$ cat src/rtl/div_unit.sv
// Multi-cycle signed restoring divider: quotient on lo, remainder on hi,
// one-cycle done pulse, divide-by-zero flagged without touching hi/lo.
module div_unit #(
  parameter int unsigned WIDTH = 32
) (
  input  logic             clock,
  input  logic             reset,
  input  logic             start,
  input  logic [WIDTH-1:0] dividend,
  input  logic [WIDTH-1:0] divisor,
  output logic             busy,
  output logic             done,
  output logic             div_zero,
  output logic [WIDTH-1:0] hi,
  output logic [WIDTH-1:0] lo
);

  localparam int unsigned CW = $clog2(WIDTH) + 1;

  typedef enum logic [2:0] {IDLE, RUN, FIX, DONE, ZERO} state_t;

  state_t           state, stateNext;
  logic [WIDTH-1:0] quot, rem, magDiv;
  logic [WIDTH-1:0] magA, magB;
  logic [WIDTH:0]   remShift, remDiff;
  logic [CW-1:0]    cnt;
  logic             sq, sr, remGe, lastStep;

  always_comb begin
    magA     = dividend[WIDTH-1] ? -dividend : dividend;
    magB     = divisor[WIDTH-1]  ? -divisor  : divisor;
    // One extra bit so the compare stays exact when magDiv is 2^(WIDTH-1)
    remShift = {rem, quot[WIDTH-1]};
    remDiff  = remShift - {1'b0, magDiv};
    remGe    = remShift >= {1'b0, magDiv};
    lastStep = (cnt == CW'(WIDTH - 1));
  end

  always_comb begin
    stateNext = state;
    unique case (state)
      IDLE: if (start) stateNext = (divisor == '0) ? ZERO : RUN;
      RUN:  if (lastStep) stateNext = FIX;
      FIX:  stateNext = DONE;
      DONE: stateNext = IDLE;
      ZERO: stateNext = IDLE;
      default: stateNext = IDLE;
    endcase
  end

  always_comb begin
    busy = (state != IDLE);
    done = (state == DONE) || (state == ZERO);
  end

  always_ff @(posedge clock) begin
    if (!reset) begin
      state    <= IDLE;
      quot     <= '0;
      rem      <= '0;
      magDiv   <= '0;
      cnt      <= '0;
      sq       <= 1'b0;
      sr       <= 1'b0;
      div_zero <= 1'b0;
      hi       <= '0;
      lo       <= '0;
    end else begin
      state <= stateNext;
      unique case (state)
        IDLE: begin
          if (start) begin
            div_zero <= (divisor == '0);
            if (divisor != '0) begin
              quot   <= magA;
              magDiv <= magB;
              sq     <= dividend[WIDTH-1] ^ divisor[WIDTH-1];
              sr     <= dividend[WIDTH-1];
              rem    <= '0;
              cnt    <= '0;
            end
          end
        end
        RUN: begin
          rem  <= remGe ? remDiff[WIDTH-1:0] : remShift[WIDTH-1:0];
          quot <= {quot[WIDTH-2:0], remGe};
          cnt  <= cnt + 1'b1;
        end
        FIX: begin
          lo       <= sq ? -quot : quot;
          hi       <= sr ? -rem : rem;
          div_zero <= 1'b0;
        end
        default: ;
      endcase
    end
  end

endmodule

$ cat config.mk
export PLATFORM = sky130hd
export DESIGN_NAME = div_unit
export DESIGN_NICKNAME = d
export VERILOG_FILES = /design/src/rtl/div_unit.sv
export SDC_FILE = /design/constraint.sdc
export NUM_CORES = 1
export LEC_CHECK = 0
export ABC_CLOCK_PERIOD_IN_PS = 10000
export CAP_MARGIN = 40
export CORE_MARGIN = 2
export CORE_UTILIZATION = 61
export CTS_CLUSTER_DIAMETER = 30
export DETAILED_ROUTE_END_ITERATION = 8
export GPL_TIMING_DRIVEN = 1
export PLACE_DENSITY = 0.86
export SYNTH_ARGS = -nofsm -noshare
export SYNTH_HDL_FRONTEND = slang
export SYNTH_SLANG_ARGS = --single-unit
$ cat constraint.sdc
create_clock -name clock -period 10 [get_ports clock]
set_input_delay 1.5 -clock clock [delete_from_list [all_inputs] [get_ports clock]]
set_output_delay 1.5 -clock clock [all_outputs]
set_load 0.02 [all_outputs]
## Word level (Yosys, flattened, before mapping)

Cells that the tools add are included.

| cells by class | value |
|---|---|
| add/subtract/negate cells | 6 |
| order comparisons | 1 |
| eq/ne operators | 8 |
| muxes and demuxes | 20 |
| bitwise gates (word level) | 1 |
| reduce and logical (&&, ||, !) cells | 11 |

Operators with widths:

| cell | number |
|---|---|
| $mux W32 | 9 |
| $neg A32 Y32 | 4 |
| $pmux W32 S2 | 2 |
| $ge A33 B32 Y1 | 1 |
| $logic_not A32 Y1 | 1 |
| $reduce_bool A32 Y1 | 1 |
| $sub A32 B32 Y32 | 1 |
| $mux W6 | 2 |
| $pmux W6 S2 | 1 |
| $mux W3 | 3 |
| $pmux W3 S3 | 1 |
| $add A6 B1 Y6 const B | 1 |
| $eq A3 B2 Y1 const B | 2 |
| $eq A6 B5 Y1 const B | 1 |
| $ne A2 B2 Y1 const B | 3 |
| $reduce_and A3 Y1 | 2 |
| $reduce_and A2 Y1 | 2 |
| $reduce_bool A2 Y1 | 2 |
| $eq A3 B1 Y1 const B | 1 |
| $eq A3 B3 Y1 const B | 1 |
| $logic_not A3 Y1 | 1 |
| $reduce_bool A3 Y1 | 1 |
| $pmux W1 S2 | 1 |
| $logic_or A1 B1 Y1 | 1 |
| other kinds (2) | 2 |

| storage, ports and cells | value |
|---|---|
| register bits | 172 |
| bits of input ports | 67 |
| output and inout port bits | 67 |
| word-level logic and storage cells | 57 |

## Longest topological paths before layout

| depth | value |
|---|---|
| depth after elaboration | 5 |
| depth in mapped cells | 14 |
| depth with buffers taken out | 13 |

## Worst setup path before layout

No wires, ideal clock.

| timing path | value |
|---|---|
| path kind | input -> register |
| start | in dividend[8] |
| end | reg quot[27] |
| library setup time | 0.115 ns |
| arrival time | 4.314 ns |
| data required time | 9.885 ns |
| path slack | 5.571 ns |
| stages on the path | 9 |
| path buffers | 0 |
| path through | or4_4 -> or4_4 -> or3_4 -> or4_4 -> or4_4 -> o41ai_4 -> xor2_1 -> o21ai_1 -> and2_1 |

| between the ends | value |
|---|---|
| cells in the longest elaborated chain, start to end | 5 |

Ends and longest elaborated chain:

| item | line | text |
|---|---|---|
| from (decl) | 9 | `input logic [WIDTH-1:0] dividend,` |
| $neg A32 Y32 | 30 | `magA = dividend[WIDTH-1] ? -dividend : dividend;` |
| $mux W32 | 30 |  |
| $mux W32 | 74 | `if (divisor != '0) begin` |
| $mux W32 | 72 | `if (start) begin` |
| $pmux W32 S2 | 70 | `unique case (state)` |
| to (signal assigned) | 75 | `quot <= magA;` |
| to (signal assigned) | 86 | `quot <= {quot[WIDTH-2:0], remGe};` |
| to (decl) | 23 | `logic [WIDTH-1:0] quot, rem, magDiv;` |

Every way passes these cells. The select of a mux whose other input is x is not followed.
A chain may end at the register's enable or synchronous reset.

## Final worst setup path

| timing path | value |
|---|---|
| start | in divisor[6] |
| end | reg rem[25] |

| between the ends | value |
|---|---|
| cells in the longest elaborated chain, start to end | 3 |

Ends and longest elaborated chain:

| item | line | text |
|---|---|---|
| from (decl) | 10 | `input logic [WIDTH-1:0] divisor,` |
| $reduce_bool A32 Y1 | 74 |  |
| $ne A2 B2 Y1 (no source line) | -- |  |
| $reduce_and A3 Y1 (no source line) | -- |  |
| to (signal assigned) | 85 | `rem <= remGe ? remDiff[WIDTH-1:0] : remShift[WIDTH-1:0];` |
| to (decl) | 23 |  |

Every way passes these cells.

==> impl_metrics.json <==
{
  "core_mm2": 0.0174,
  "vias_per_cell": 6.21,
  "num_vias": 10278,
  "clock-sinks": 172,
  "yosys_warnings": 0,
  "place_congestion": 0.929,
  "netlist_area_mm2": 0.0109,
  "synth_edf_count": 0,
  "grt_max_degree": 98,
  "max-cap-violations": 0,
  "first_global_vias": 9281,
  "fillers": 1378,
  "io_pins": 134,
  "synth_area_per_cell_um2": 8.16,
  "period_share_pct": 48.7,
  "yosys-top-cells-count": "209 x nand2_1, 172 x dfxtp_1, 111 x xor2_1",
  "worstPathArrival_ns": 5.25,
  "yosysSeqAreaShare_pct": 31.7,
  "wl_per_cell_um": 17.0,
  "min_period_ns": 4.87,
  "die_area_mm2": 0.0189,
  "syn_inst": 1332,
  "port_buffers": 133,
  "grt_overflow": 0,
  "cts_root_buf": "clkbuf_16",
  "cp.required_ns": 10.38,
  "start_util_pct": 62.6,
  "cp-start-kind": "input port",
  "rows": 48,
  "route.detailed.drc": 0,
  "max_slew_margin_pct": 43.8,
  "worstHoldStart": "lo[1]$_SDFFE_PN0P_",
  "grt_pass1_wl_mm": 46.0,
  "numCtsBuffers": 17,
  "finalClockSkew_ns": 0.00697,
  "cts_resized": 0,
  "ys_ff_latch": 172,
  "insertion_delay_ns": 0.43,
  "synth-async-reset-ratio_pct": 0,
  "synth_top_cell_by_area": "dfxtp_1",
  "syn2layout_area_growth_pct": 19.6,
  "drv_slew": 0,
  "cts_tree": "done",
  "final_antenna_net_count": 0,
  "critPathMaxFanout": 31,
  "die-height_um": 137,
  "place_ws_ns": 4.66,
  "ctsHoldBuffers": 0,
  "p_per_area_mw_per_mm2": 173,
  "worst_setup_path_end_kind": "flop",
  "die_w_um": 137,
  "critPathLaunch": "divisor[6]",
  "design_area_mm2": 0.0130,
  "synth_area_leaders": "dfxtp_1 32%, xor2_1 8.9%, o211a_1 8.3%, nand2_1 7.2%, o21ai_0 4.3%",
  "firstDrtPassIters": 6,
  "r2r_setup_slack_ns": 6.31,
  "rsz0062_at_grt": "no",
  "p_leak_uw": 0.00594,
  "yosys.cell_types.count": 61,
  "track_usage_pct": 30.3,
  "htree_levels": 4,
  "synth_most_common_cell": "nand2_1",
  "setup_viol": 0,
  "post_dp_cell_area_mm2": 0.0123,
  "setup_tns_ns": 0,
  "grt_antenna_before_repair": 0,
  "final-hold-violation-count": 0,
  "max_freq_mhz": 205,
  "path_clk_slew_ns": 0.07,
  "dpl.hpwl_mm": 20.6,
  "synth_top_cell_area_share_pct": 31.7,
  "synth_top_flop_cell": "dfxtp_1",
  "irDropWorstVdd_v": 0.000136,
  "synth_nets": 1437,
  "critical_path_class": "in -> reg",
  "routed_wl_mm": 28.2,
  "antenna_cells": 0,
  "drive_above_1_share_pct": 5.03,
  "status": "complete, no violations",
  "hp-class": "reg -> reg",
  "post_cts_buffers": 0,
  "worst_pin_slew_ns": 0.842,
  "clock_path_buffers": 2,
  "nets": 1522,
  "r2r_start": "rem[18]$_SDFFE_PN0P_",
  "drt_iter0_drc": 965,
  "worst_slack_ns": 5.13
}
==> routing by layer <==
| layer | GRT usage (%) | part of all wire (%) | vias up | routed length (um) |
|---|---|---|---|---|
| met5 | 0 | 0 | - | 0 |
| met3 | 4.71 | 8.2 | 42 | 2310 |
| li1 | - | - | 4987 | - |
| met1 | 45.3 | 47 | 4828 | 13400 |
| met2 | 45.1 | 43 | 421 | 12100 |
| met4 | 8.02 | 1.5 | 0 | 424 |
==> final timing paths <==
kind	cells after the start	endpoint
worst max-delay path	12	rem[25]$_SDFFE_PN0P_
worst min-delay path	1	lo[1]$_SDFFE_PN0P_
worst max register to register	9	rem[25]$_SDFFE_PN0P_
worst min register to register	1	lo[1]$_SDFFE_PN0P_
==> state kept, by name, summed over array words and instances, names as in the netlist <==
signal    count
sr            1
state         3
quot         32
div_zero      1
cnt           6
hi           32
lo           32
magDiv       32
sq            1
rem          32
==> logic make-up (layout without fill, tap and decap cells) <==
logic type / count (synthesis) / count (layout) / share of synthesized area (%)
mux: 18 / 18 / 1.68
simple gates: 435 / 435 / 19.0
xor+xnor: 149 / 149 / 12.0
fa+ha+maj: 38 / 38 / 4.44
buf+inv: 130 / 228 / 4.58
compound gates: 390 / 390 / 26.6
flops: 172 / 172 / 31.7
==> through the flow <==
step | hold slack [ns] | cells | power, uW | utilization, %
global route | 0.509 | 1655 | 2360 | 74.9
floorplan | 0.447 | 1332 | 1320 | -
detailed placement | 0.485 | 1623 | 1510 | 71.1
finish | 0.498 | 1655 | 2250 | 74.9
CTS | 0.502 | 1655 | 2240 | 74.9
global placement | 0.479 | 1617 | 1490 | 70.5
==> placed cells by master, fill, tap and decap left out, types with 6 or more instances in the layout <==
cell and count:
a221oi_1 19, clkdlybuf4s50_1 132, o21bai_1 6, o41ai_1 15
clkbuf_16 17, or4_1 17, and3_1 6, nor2b_1 28
nand4_1 12, buf_4 9, a21boi_0 14, nand2_1 209
and2_1 10, nor2_1 56, dfxtp_1 172, o211a_1 90
nand3_1 23, inv_1 50, nor3_1 22, a22oi_1 18
o21ai_0 94, xnor2_1 38, o31ai_1 38, xor2_1 111
nor4_1 6, mux2i_1 16, a21o_1 13, or3_1 17
a21oi_1 44, ha_1 37
==> power by group <==
group / leakage (uW) / switching (uW) / internal (uW)
combinational: 0.00423 / 431 / 304
clock: 0.000310 / 301 / 428
sequential: 0.00140 / 64.3 / 723
total: 0.00594 / 795 / 1460
==> cell type report <==
cell class / count / area (um2) / area share [%]
Multi-Input combinational cell: 1030 / 6940 / 53.4
Sequential cell: 172 / 3440 / 26.5
Timing Repair Buffer: 146 / 1490 / 11.5
Clock buffer: 17 / 425 / 3.27
Tap cell: 225 / 282 / 2.17
Clock inverter: 15 / 233 / 1.79
Inverter: 50 / 188 / 1.44
==> worst max-delay path, stage by stage <==
cell and delay (ns):
clkdlybuf4s50_1 0.48, nor4_1 0.62, nand4_1 0.28, nand3b_1 0.31, or4_1 0.50, nand2_1 0.43, buf_8 0.22, nand2_1 0.14
nor2_1 0.15, buf_4 0.33, and2_1 0.18, a221o_1 0.11
No activity file was read; power rests on OpenSTA's default activity.
